`config.mk`:
```
export PLATFORM = sky130hd
export DESIGN_NAME = regfile_sequencer
export DESIGN_NICKNAME = d
export VERILOG_FILES = /design/src/rtl/cpu_pkg.sv /design/src/rtl/regfile_sequencer.sv
export SDC_FILE = /design/constraint.sdc
export NUM_CORES = 1
export LEC_CHECK = 0
export ABC_AREA = 1
export CORE_ASPECT_RATIO = 1.4
export CORE_MARGIN = 8
export CORE_UTILIZATION = 25
export DETAILED_ROUTE_END_ITERATION = 10
export PLACE_DENSITY_LB_ADDON = 0.12
export SLEW_MARGIN = 30
export SYNTH_ARGS = -nofsm -noshare
export SYNTH_HDL_FRONTEND = slang
export SYNTH_SLANG_ARGS = --single-unit
```
`constraint.sdc`:
```
create_clock -name clk -period 1.34 [get_ports clk]
set_clock_uncertainty 0.05 [all_clocks]
set_input_delay 0.268 -clock clk [delete_from_list [all_inputs] [get_ports clk]]
set_output_delay 0.268 -clock clk [all_outputs]
set_load 0.005 [all_outputs]
```
`src/rtl/cpu_pkg.sv`:
```
// Shared definitions for the instruction sequencer: state encoding, instruction
// field layout and the no-write-back codop.
package cpu_pkg;

  typedef enum logic [1:0] {
    S_IDLE = 2'd0,
    S_READ = 2'd1,
    S_EXEC = 2'd2,
    S_WB   = 2'd3
  } state_t;

  // Field order matches the instruction word {codop, addrC, addrA, addrB}
  typedef struct packed {
    logic [3:0] codop;
    logic [3:0] addr_c;
    logic [3:0] addr_a;
    logic [3:0] addr_b;
  } instr_t;

  localparam logic [3:0] NOP_CODOP = 4'hF;

endpackage

```
`src/rtl/regfile_sequencer.sv`:
```
// Instruction sequencer: IDLE -> READ -> EXEC -> WB. It reads operands from the
// register file, runs the ALU handshake and issues a single-cycle write-back.
module regfile_sequencer
  import cpu_pkg::*;
#(
  parameter logic [3:0] NOWB_OP     = NOP_CODOP,
  parameter int         ALU_TIMEOUT = 15
) (
  input  logic        clk,
  input  logic        rst_n,
  input  logic        instr_valid,
  input  logic [15:0] instr,
  output logic        instr_ready,
  output logic [3:0]  rf_addr_a,
  output logic [3:0]  rf_addr_b,
  output logic [3:0]  rf_addr_c,
  output logic [3:0]  rf_codop,
  output logic        rf_we,
  output logic [15:0] rf_wdata,
  input  logic [15:0] rf_a,
  input  logic [15:0] rf_b,
  output logic        alu_start,
  output logic [3:0]  alu_op,
  output logic [15:0] alu_x,
  output logic [15:0] alu_y,
  input  logic        alu_done,
  input  logic [15:0] alu_result,
  output logic        err_timeout,
  output logic [7:0]  retired
);

  state_t     state;
  logic [7:0] timer;
  instr_t     in_w;

  assign in_w = instr;

  // All outputs are registered, so rf_we cannot glitch when reset hits mid-operation
  always_ff @(posedge clk or negedge rst_n) begin
    if (!rst_n) begin
      state       <= S_IDLE;
      timer       <= '0;
      instr_ready <= 1'b1;
      rf_addr_a   <= '0;
      rf_addr_b   <= '0;
      rf_addr_c   <= '0;
      rf_codop    <= '0;
      rf_we       <= 1'b0;
      rf_wdata    <= '0;
      alu_start   <= 1'b0;
      alu_op      <= '0;
      alu_x       <= '0;
      alu_y       <= '0;
      err_timeout <= 1'b0;
      retired     <= '0;
    end else begin
      alu_start <= 1'b0;
      rf_we     <= 1'b0;
      case (state)
        S_IDLE: begin
          if (instr_valid) begin
            rf_codop    <= in_w.codop;
            alu_op      <= in_w.codop;
            rf_addr_a   <= in_w.addr_a;
            rf_addr_b   <= in_w.addr_b;
            rf_addr_c   <= in_w.addr_c;
            instr_ready <= 1'b0;
            state       <= S_READ;
          end
        end
        S_READ: begin
          alu_x     <= rf_a;
          alu_y     <= rf_b;
          alu_start <= 1'b1;
          timer     <= 8'd1;
          state     <= S_EXEC;
        end
        S_EXEC: begin
          // A done in the start cycle takes priority over the timeout check
          if (alu_done) begin
            if (rf_codop == NOWB_OP) begin
              retired     <= retired + 8'd1;
              instr_ready <= 1'b1;
              state       <= S_IDLE;
            end else begin
              rf_wdata <= alu_result;
              rf_we    <= 1'b1;
              state    <= S_WB;
            end
          end else if (timer == 8'(ALU_TIMEOUT)) begin
            err_timeout <= 1'b1;
            instr_ready <= 1'b1;
            state       <= S_IDLE;
          end else begin
            timer <= timer + 8'd1;
          end
        end
        S_WB: begin
          retired     <= retired + 8'd1;
          instr_ready <= 1'b1;
          state       <= S_IDLE;
        end
        default: state <= S_IDLE;
      endcase
    end
  end

endmodule

```
==> summary.md, run 1 <==
| Metric | Value |
|---|---|
| Status | `finished, violations left` |
| Failing checks | `negative setup slack` |
| CTS H-tree lvls | `3` |
| Max FO, Critical Path | `4` |
| Kind of critical path | `flip-flop to flip-flop` |
| ANT nets after route | `0` |
| Worst slew pin tran | `371 ps` |
| Cells after synthesis | `391` |
| Vias in the first global route | `3,379` |
| Max-slew headroom | `0.752` |
| Largest area contributor in the netlist | `dfrtp_1` |
| Max_cap viols | `0` |
| P_sw | `0.00443 W` |
| Post-Syn Area | `3590 um2` |
| Crit path to | `timer[7]` |
| Pint | `0.00885 W` |
| Final Setup Violations | `2` |
| I/O pin count | `148` |
| Layout cells sized above 1 | `0.246` |
| Starting density of the core | `0.252` |
| Drt initial violations | `85` |
| Clk pwr share | `0.204` |
| Wire length per cell | `14.7 um` |
| RR Endpoint | `timer[7]` |
| Seq cells post-synth | `86` |
| Clock slew at reported path FFs | `60 ps` |
| GRT Total Usage | `0.124` |
| Static Leak | `3.15 nW` |
| CP arrival | `1530 ps` |
| RSZ-0062 raised after global routing | `true` |
| Synthesized Nets | `461` |
| Die Height | `158 um` |
| Final net count | `666` |
| First-pass GRT wire length | `17,600 um` |
| Hold crit path type | `flip-flop to flip-flop` |
| Worst setup EP type | `flip-flop` |
| Vias per cell | `4.10` |
| FF-to-FF path depth | `8` |
| Antenna diodes | `0` |
| DRC | `0` |
| Yosys warns | `0` |
| Reg-to-Reg Start | `state[0]` |
| Final Instance Count excl. Fillers | `790` |
| Logic pwr share | `0.462` |
| Via count | `3,236` |
| CP Launch Type | `flip-flop` |
| Post-synthesis sequential area ratio | `0.600` |
| Routability cong. | `0.774` |
| Area Growth Syn to Fin | `75.7%` |
| Port Buffer Count | `147` |
| Syn avg cell area | `9.17 um2` |
| Largest net degree at the start of global routing | `64` |
| Max-slew violations | `0` |
| Clock Latency Late Sink | `330 ps` |
| Max IR drop VDD | `0.845 mV` |
| TritonCTS clock tree | `done` |
| Final Hold Viols | `0` |
| Full die area | `18,500 um2` |
| Total CTS buffers | `9` |
| Final WL | `11,600 um` |
| Min Tclk post-route | `1370 ps` |
| Maximum clock path buffer count | `2` |
| GRT overflow | `0` |
| R2R Setup Slk | `-30 ps` |
| Drt pass-1 iters | `4` |
| Fmax achieved | `732 MHz` |
| Switching part of the total power | `0.334` |
| Core box area | `14,200 um2` |
| Post-route setup slack | `-25.6 ps` |
| DIE WIDTH | `117 um` |
| Initial antenna violation count | `0` |
| Yosys top cell area share | `0.593` |
| HPWL after DPL | `8190 um` |
| Final period util | `1.02` |
| CP startpoint | `state[0]` |
| Cell Rows | `52` |
| Yosys cell types | `25` |
| Synth area leaders | `dfrtp_1 (59%), nand2_1 (20%), mux2_2 (3.5%)` |
| Placed insts | `745` |
| Seq pwr share | `0.334` |
| Clk sink count | `86` |
| Required @ worst endpoint | `1510 ps` |
| CTS root buf | `clkbuf_16` |
| Pwr/cell area | `2110 nW/um2` |
| Setup_tns | `-45.1 ps` |
==> flip-flops by register name (all words and copies together) (netlist names), 8 cells and up <==
signal    flops
alu_x        16
alu_y        16
rf_wdata     16
retired       8
timer         8
==> final cells by class <==
type                       instances  area [um2]
fill                            1398        7950
inverter                          20        92.6
tap                              189         236
multi-input combinational        269        1460
sequential                        86        2150
clock buffer                      11         243
timing repair buffer             210        2030
clock inverter                     5        82.6
==> worst min-delay path by stage <==
stage          slack (ps)            to  depth (start not counted)       from
6_report              420     alu_y[13]                          2  alu_y[13]
5_1_grt               410      alu_x[6]                          3    rf_a[6]
4_1_cts               410     alu_y[11]                          3   rf_b[11]
3_5_place_dp          250     alu_op[0]                          2      rst_n
3_3_place_gp          250  rf_addr_c[3]                          2      rst_n
2_1_floorplan         -80     alu_op[0]                          0      rst_n
==> stage by stage <==
step           utilization  setup WS [ps]  instance area [um2]  power [W]  hold slack (ps)
2_1_floorplan            -           22.0                 3590    0.00656            -77.6
3_3_place_gp         0.386           -253                 5500     0.0101              251
3_5_place_dp         0.386           -253                 5500     0.0102              254
4_1_cts              0.410          -40.2                 5850     0.0124              405
5_1_grt              0.442           -101                 6300     0.0143              415
6_report             0.442          -25.6                 6300     0.0133              418
==> synthesized netlist by cell type, drive strengths merged <==
cell type	count
nand2	193
dfrtp	85
inv	20
nand3	18
nor2	17
mux2	16
buf	10
o21ai	9
clkbuf	6
xnor2	4
xor2	4
nand4	3
ha	2
dfstp	1
nand3b	1
o211a	1
o21bai	1
==> power by group through the flow <==
stage	registers [W]	clock network, W	logic (W)
2_1_floorplan	0.00453	0	0.00203
3_3_place_gp	0.00443	0	0.00566
3_5_place_dp	0.00445	0	0.00573
4_1_cts	0.00438	0.00281	0.00525
5_1_grt	0.00459	0.00293	0.00676
6_report	0.00443	0.00271	0.00614
==> kinds of logic after synthesis <==
logic type / synth area share
AND/OR/NAND/NOR: 0.256
flip-flops: 0.600
buffers and inverters: 0.0488
multiplexers: 0.0502
AO/OA/AOI/OAI: 0.0185
XOR/XNOR: 0.0195
adder cells (fa/ha/maj): 0.00697
==> layout by cell type (no fill, tap or decap), drive strengths merged, types with 2 or more instances in the layout <==
cell type and count:
ha 2, bufinv 2, o21ai 9, clkdlybuf4s50 66, dfrtp 85, clkinv 3
clkbuf 14, nand4 3, inv 20, nand3 18, nand2 193, mux2 16
xor2 4, nor2 17, clkdlybuf4s15 44, xnor2 4, buf 69, dlygate4sd2 27
==> per-layer routing <==
layer	vias up	share of wire	wire length, um	track usage
met5	-	0	0	0
met4	0	0.0067	78	0.0404
met3	2	0.050	581	0.0389
met2	59	0.58	6720	0.237
met1	1556	0.36	4210	0.122
li1	1619	-	-	-
==> worst max-delay path, cell delays in order, from the launching register on <==
cell	delay, ps
dfrtp_1	420
inv_2	140
nand2_4	70
nor2_4	140
o21ai_4	100
buf_6	140
buf_6	110
nand3_2	40
nand2_1	50
==> what timing repair did <==
item | 4_1_cts | 5_1_grt
gates resized for setup | 130 | 102
setup buffers | 9 | 17
cloned | 0 | 3
hold buffers | 1 | 0
pin swaps | 7 | 20
endpoints found under the setup margin | 126 | 96
hold endpoints to repair | 85 | 0
Power figures use the tool's default switching activity.
==> run 2: changes to the inputs <==
--- a/config.mk
+++ b/config.mk
@@ -9,6 +9,7 @@
 export CORE_ASPECT_RATIO = 1.4
 export CORE_MARGIN = 8
 export CORE_UTILIZATION = 25
+export CTS_CLUSTER_DIAMETER = 40
 export DETAILED_ROUTE_END_ITERATION = 10
 export PLACE_DENSITY_LB_ADDON = 0.12
 export SLEW_MARGIN = 30
==> results of run 2 <==
The final DEF is identical to that of run 1; final timing and power are the same.
